<file path="src/rtl/hiscore_ram_arbiter.sv">
// hiscore_ram_arbiter: pauses the CPU and hands the work-RAM port to the hiscore engine.
// Ports: clk_sys/reset (async, active-high); hs_* engine side (intents, address, write data/strobe,
// read data/valid, busy, abort); pause_req/cpu_paused to the pause module; cpu_* core side;
// ram_* shared RAM port; vblank (IDLE->REQ gating only when HSARB_VBLANK_SYNC_EN is defined).
module hiscore_ram_arbiter #(
  parameter int AW      = 11,
  parameter int RD_LAT  = 1,
  parameter int SETTLE  = 4,
  parameter int HOLD    = 2,
  parameter int TIMEOUT = 65535
) (
  input  logic          clk_sys,
  input  logic          reset,
  input  logic          hs_read_intent,
  input  logic          hs_write_intent,
  input  logic [AW-1:0] hs_address,
  input  logic [7:0]    hs_data_in,
  input  logic          hs_write_enable,
  output logic [7:0]    hs_data_out,
  output logic          hs_rdata_valid,
  output logic          hs_busy,
  output logic          hs_abort,
  output logic          pause_req,
  input  logic          cpu_paused,
  input  logic [AW-1:0] cpu_addr,
  input  logic [7:0]    cpu_din,
  input  logic          cpu_we,
  output logic [7:0]    cpu_dout,
  output logic [AW-1:0] ram_addr,
  output logic [7:0]    ram_din,
  output logic          ram_we,
  input  logic [7:0]    ram_dout,
  input  logic          vblank
);
  localparam int CMAX = (TIMEOUT > SETTLE) ? ((TIMEOUT > HOLD) ? TIMEOUT : HOLD)
                                           : ((SETTLE > HOLD) ? SETTLE : HOLD);
  localparam int CW = $clog2(CMAX + 1);
  localparam int VMAX = RD_LAT + 1;
  localparam int RW = $clog2(VMAX + 1);
  typedef enum logic [2:0] {S_IDLE, S_REQ, S_SETTLE, S_GRANT, S_RELEASE} state_t;
  state_t st, nxt;
  logic [CW-1:0] cnt;
  logic [RW-1:0] rcnt;
  logic [AW-1:0] addr_q;
  logic intent, go, abort, rd;
  assign intent = hs_read_intent | hs_write_intent;
`ifdef HSARB_VBLANK_SYNC_EN
  assign go = intent & vblank;
`else
  logic unused_vblank;
  assign unused_vblank = vblank;
  assign go = intent;
`endif
  always_comb begin
    nxt = st;
    abort = 1'b0;
    case (st)
      S_IDLE:    nxt = go ? S_REQ : S_IDLE;
      S_REQ: begin
        if (!intent) nxt = S_IDLE;
        else if (cpu_paused) nxt = S_SETTLE;
        else if (cnt == CW'(TIMEOUT)) begin
          abort = 1'b1;
          nxt = S_IDLE;
        end
      end
      // SETTLE state spans SETTLE-1 cycles so grant lands SETTLE cycles after cpu_paused rose
      S_SETTLE: begin
        if (!intent) nxt = S_IDLE;
        else if (!cpu_paused) nxt = S_REQ;
        else if (int'(cnt) + 2 >= SETTLE) nxt = S_GRANT;
      end
      S_GRANT: begin
        if (!cpu_paused) begin
          abort = 1'b1;
          nxt = S_IDLE;
        end else if (!intent) nxt = S_RELEASE;
      end
      S_RELEASE: begin
        if (intent) nxt = S_GRANT;
        else if (int'(cnt) + 1 >= HOLD) nxt = S_IDLE;
      end
      default:   nxt = S_IDLE;
    endcase
  end
  always_ff @(posedge clk_sys or posedge reset) begin
    if (reset) begin
      st <= S_IDLE;
      cnt <= '0;
    end else begin
      st <= nxt;
      cnt <= (nxt != st) ? '0 : cnt + {{(CW-1){1'b0}}, ~&cnt};
    end
  end
  // busy drops combinationally the moment the CPU un-pauses so the engine never writes a running game
  assign hs_busy   = (st == S_GRANT) & cpu_paused;
  assign hs_abort  = abort;
  assign pause_req = (st != S_IDLE) & ~abort;
  assign ram_addr  = hs_busy ? hs_address : cpu_addr;
  assign ram_din   = hs_busy ? hs_data_in : cpu_din;
  assign ram_we    = hs_busy ? hs_write_enable : cpu_we & ~abort;
  assign cpu_dout  = ram_dout;
  // rcnt counts consecutive granted read cycles on an unchanged address; a write resets it
  assign rd = hs_busy & hs_read_intent & ~hs_write_enable;
  always_ff @(posedge clk_sys or posedge reset) begin
    if (reset) begin
      rcnt <= '0;
      addr_q <= '0;
      hs_data_out <= '0;
    end else begin
      addr_q <= hs_address;
      hs_data_out <= ram_dout;
      rcnt <= !rd ? '0 : (hs_address != addr_q) ? RW'(1) : (rcnt == RW'(VMAX)) ? rcnt : rcnt + 1'b1;
    end
  end
  assign hs_rdata_valid = int'(rcnt) >= VMAX;
endmodule

</file>
<file path="config.mk">
export PLATFORM = sky130hd
export DESIGN_NAME = hiscore_ram_arbiter
export DESIGN_NICKNAME = d
export VERILOG_FILES = /design/src/rtl/hiscore_ram_arbiter.sv
export SDC_FILE = /design/constraint.sdc
export NUM_CORES = 1
export LEC_CHECK = 0
export ABC_AREA = 1
export BUFFER_PORTS_ARGS = -buffer_cell sky130_fd_sc_hd__buf_4
export CAP_MARGIN = 5
export CORE_MARGIN = 5
export CORE_UTILIZATION = 52
export DETAILED_ROUTE_END_ITERATION = 10
export PLACE_DENSITY = 0.81
export SETUP_SLACK_MARGIN = 0.2
export SYNTH_ARGS = -nofsm -noshare
export SYNTH_HDL_FRONTEND = slang
export SYNTH_SLANG_ARGS = --single-unit
</file>
<file path="constraint.sdc">
create_clock -name clk_sys -period 3 [get_ports clk_sys]
set_input_delay 0.6 -clock clk_sys [delete_from_list [all_inputs] [get_ports clk_sys]]
set_output_delay 0.6 -clock clk_sys [all_outputs]
set_load 0.02 [all_outputs]
</file>
# Word-level counts from Yosys, hierarchy flattened
# Index checks and enable logic that the tools add are counted.
[classes] addsub=4 multipliers=0 n_div=0 order_cmp=3 eq_ne=9 n_shift=0 n_mux=24 n_bitwise=8 n_reduce_logical=4
[op_table] cell="$mux W3" n=10
[op_table] cell="$add A16 B1 Y17 const B" n=1
[op_table] cell="$add A16 B2 Y17 const B" n=1
[op_table] cell="$ge A17 B2 Y1 const B" n=1
[op_table] cell="$ge A17 B3 Y1 const B" n=1
[op_table] cell="$add A16 B1 Y16" n=1
[op_table] cell="$eq A16 B16 Y1 const B" n=1
[op_table] cell="$mux W16" n=1
[op_table] cell="$reduce_and A16 Y1" n=1
[op_table] cell="$pmux W3 S5" n=1
[op_table] cell="$mux W11" n=1
[op_table] cell="$ne A11 B11 Y1" n=1
[op_table] cell="$mux W8" n=1
[op_table] cell="$eq A3 B2 Y1 const B" n=2
[op_table] cell="$mux W1" n=6
[op_table] cell="$mux W2" n=3
[op_table] cell="$and A1 B1 Y1" n=5
[op_table] cell="$eq A3 B1 Y1 const B" n=1
[op_table] cell="$eq A3 B3 Y1 const B" n=1
[op_table] cell="$logic_not A3 Y1" n=1
[op_table] cell="$ne A3 B3 Y1" n=1
[op_table] cell="$ne A3 B3 Y1 const B" n=1
[op_table] cell="$reduce_bool A3 Y1" n=1
[op_table] cell="$add A2 B1 Y2 const B" n=1
[op_table] cell="other kinds (6)" n=7
[word_totals] ff_bits=40 latchBits=0 ramBits=0 mem_bits_ro=0 inputBits=54 output_inout_bits=40 n_memories=0

# Depth between registers and ports, before layout
[logic_depth] ltp_word=8 mapped_depth=19 mapped_depth_nobuf=17

# Worst setup path after synthesis
# Ideal clock, no wire load.
[synth_path] path_kind="flip-flop to output port" from="reg st[2]" to="out ram_addr[2]" t_arrival_ns=1.842 path_slack_ns=0.558 stages_incl_launch_ff=10 n_path_buf=2 cell_sequence="dfrtp_1 -> buf_2 -> nor2_1 -> inv_1 -> nor2_1 -> inv_2 -> nor2_4 -> inv_2 -> clkbuf_1 -> o21ai_0"
[synth_via] elab_chain_cells=3
[synth_lines] item="from (decl)" line_no="41" rtl="state_t st, nxt;"
[synth_lines] item="from (signal assigned)" line_no="91" rtl="st <= nxt;"
[synth_lines] item="$eq A3 B2 Y1" line_no="96" rtl="assign hs_busy = (st == S_GRANT) & cpu_paused;"
[synth_lines] item="$and A1 B1 Y1" line_no="96"
[synth_lines] item="$mux W11" line_no="99" rtl="assign ram_addr = hs_busy ? hs_address : cpu_addr;"
[synth_lines] item="to (decl)" line_no="29" rtl="output logic [AW-1:0] ram_addr,"
# No other way between the ends.

# Final worst setup path
[layout_path] from="reg cnt[4]" to="out ram_we"
[layout_via] elab_chain_cells=8
[layout_lines] item="from (decl)" line_no="42" rtl="logic [CW-1:0] cnt;"
[layout_lines] item="from (signal assigned)" line_no="92" rtl="cnt <= (nxt != st) ? '0 : cnt + {{(CW-1){1'b0}}, ~&cnt};"
[layout_lines] item="$eq A16 B16 Y1" line_no="62" rtl="else if (cnt == CW'(TIMEOUT)) begin"
[layout_lines] item="$mux W1" line_no="62"
[layout_lines] item="$mux W1" line_no="61" rtl="else if (cpu_paused) nxt = S_SETTLE;"
[layout_lines] item="$mux W1" line_no="60" rtl="if (!intent) nxt = S_IDLE;"
[layout_lines] item="$pmux W1 S2" line_no="57" rtl="case (st)"
[layout_lines] item="$not A1 Y1" line_no="101" rtl="assign ram_we = hs_busy ? hs_write_enable : cpu_we & ~abort;"
[layout_lines] item="$and A1 B1 Y1" line_no="101"
[layout_lines] item="$mux W1" line_no="101"
[layout_lines] item="to (decl)" line_no="31" rtl="output logic ram_we,"
# No other way between the ends.

==> flow_summary.toml <==
[clock_network]
clock-sinks = 40
numCtsBuffers = 5
cts-root-buf = "clkbuf_8"
path_clk_slew_ns = 0.08
htree_num_levels = 2
ctsHoldBuffers = 0
clockBufferDepth = 2
clock_latency_ns = 0.30
cts_tree = "done"

[finish]
syn_to_final_growth_pct = 27.79
drive_gt1_share_pct = 30.53
diodes = 0
layout.nets = 548
final_util_pct = 68.33
mostFrequentLayoutCells = "120 x nand2_1, 97 x buf_4, 44 x inv_1"
fill_cells = 475
layout_commonest_cell = "nand2_1"
final_cell_count_no_fill = 560

[outcome]
status = "finished clean"

[floorplan]
num_io_pins = 94
dieArea_mm2 = 0.007267
core_mm2 = 0.005507
start_util_pct = 53.47
die_h_um = 85.25
die_w_um = 85.25
rows = 27

[synth]
syn-num-nets = 462
synth_cell_types = 36
netlist_instances = 401
synth_ff_type = "dfrtp_1"
yosys_warnings = 0
synth.avg_cell_area_um2 = 7.342
seq_area_frac_synth_pct = 34.00
syn-cell-area_mm2 = 0.002944
async_reset_ff_share_pct = 100.0
synth_edf_count = 0
ys_ff_latch = 40

[placed_design]
hpwl_mm = 5.661
place.gp.congestion = 0.8867
dpl_worst_slack_ns = 0.3752
portBuffers = 92
dp.cells = 552

[flow_run]
maxCapViolations = 0

[critical_path]
worstPathRequired_ns = 2.40
arrival_ns = 1.98
endpoint_kind = "output pin"
critPathLaunchType = "flip-flop"
crit_type = "reg -> out"
crit_fanout = 6

[timing]
finalCritPeriodShare_pct = 86.07
relSlewSlack_pct = 66.58
skew_ns = 0.008050
tightest_slew_ns = 0.5013
final.setup.worst_slack_ns = 0.4180
grt_setup_unrepaired = "no"
drv_slew = 0
finalHoldViolCount = 0
max_freq_mhz = 387.3
timing.final.crit_period_ns = 2.582
final.setup.tns_ns = 0
finalSetupViolCount = 0

[route]
drtAntennaViolNets = 0
drc = 0
wire_per_inst_um = 12.73
vias = 2763
totalWireLength_mm = 7.129
drt-pass1-iter-count = 4
drt_iter0_markers = 135
vias_per_cell = 4.934

[global_routing]
grt_pass1_vias = 2823
grt_max_degree = 41
track_usage_pct = 20.20
grt_pass1_wl_mm = 12.03
antenna_found_initial = 0
grt.overflow.total = 0

[pwr]
ir_worst_vdd_uv = 408.9
power_density_mw_per_mm2 = 492.7
total_power_w = 0.001854
p_leak_nw = 1.951

[worst_hold_path]
hold_path_class = "in -> reg"
cells by family after synthesis:
logic type / Yosys count / synth area share, %
AO/OA/AOI/OAI: 20 / 4.250
XOR/XNOR: 28 / 8.330
adder cells (fa/ha/maj): 7 / 2.975
buffers and inverters: 67 / 10.58
flip-flops: 40 / 34.00
AND/OR/NAND/NOR: 239 / 39.86
metal layers:
metal / up-vias / part of all wire, % / GRT usage (%)
li1: 1406 / - / -
met1: 1267 / 42 / 24.38
met2: 77 / 50 / 35.03
met3: 13 / 5.8 / 5.534
met4: 0 / 1.8 / 5.899
met5: - / 0 / 0
critical path: stages (launching register included):
cell and delay, ns:
dfrtp_1 0.56, nand2_4 0.14, nor2_1 0.19, nand2_1 0.10, nor2_1 0.16, nand2_1 0.07, a21oi_1 0.23, nor2_1 0.08
buf_4 0.16
registers in the layout (all words and copies together), names as in the netlist:
signal       flops
hs_data_out      8
st               3
addr_q          11
rcnt             2
cnt             16
timing repair:
action / 4_1_cts / 5_1_grt
setup buffers: 0 / 0
setup endpoints to repair: 0 / 5
resized for setup: 0 / 2
final timing paths:
| kind | depth (start not counted) | slack, ns | endpoint | from |
|---|---|---|---|---|
| min in group asynchronous | 3 | 0.42 | hs_data_out[4]$_DFF_PP0_ | reset |
| hold reg to reg | 4 | 0.61 | rcnt[0]$_DFFE_PP0P_ | rcnt[0]$_DFFE_PP0P_ |
| max in group asynchronous | 3 | 2.23 | st[2]$_DFF_PP0_ | reset |
| setup reg to reg | 14 | 0.42 | cnt[12]$_DFF_PP0_ | cnt[0]$_DFF_PP0_ |
| hold / removal | 1 | 0.41 | addr_q[5]$_DFF_PP0_ | hs_address[5] |
| setup / recovery | 8 | 0.42 | ram_we | cnt[4]$_DFF_PP0_ |
cell usage after synthesis (5+ instances only):
cell type,instances,share of area (%)
xor2_1,26,7.7
nor2_4,12,4.6
nand2_2,8,1.7
dfrtp_1,40,34
nand4_1,9,1.9
nand2_1,120,15
nand3_1,25,4.2
a21oi_1,5,0.85
inv_1,44,5.6
nor3_1,6,1.0
buf_4,10,2.5
ha_1,7,3.0
nor2_1,40,5.1
o21ai_0,8,1.4
report_power, final:
group | internal (W) | switching [W] | total, W
combinational | 0.000270 | 0.000480 | 0.000750
sequential | 0.000584 | 0.0000508 | 0.000634
clock | 0.000272 | 0.000197 | 0.000469
cell type report:
class / instances / area [um2] / share of cell area [%]
Inverter: 49 / 185.2 / 4.922
Clock inverter: 2 / 38.79 / 1.031
Timing Repair Buffer: 97 / 728.2 / 19.35
Sequential cell: 40 / 1001 / 26.60
Clock buffer: 6 / 82.58 / 2.195
Multi-Input combinational cell: 294 / 1637 / 43.50
Tap cell: 72 / 90.09 / 2.394
metrics by stage:
step,cell area [um2],hold WS [ns]
finish,3762,0.4149
global route,3762,0.4012
global placement,3636,0.5806
floorplan,2944,0.5557
detailed placement,3636,0.5944
CTS,3757,0.4069
Power figures use the tool's default switching activity.
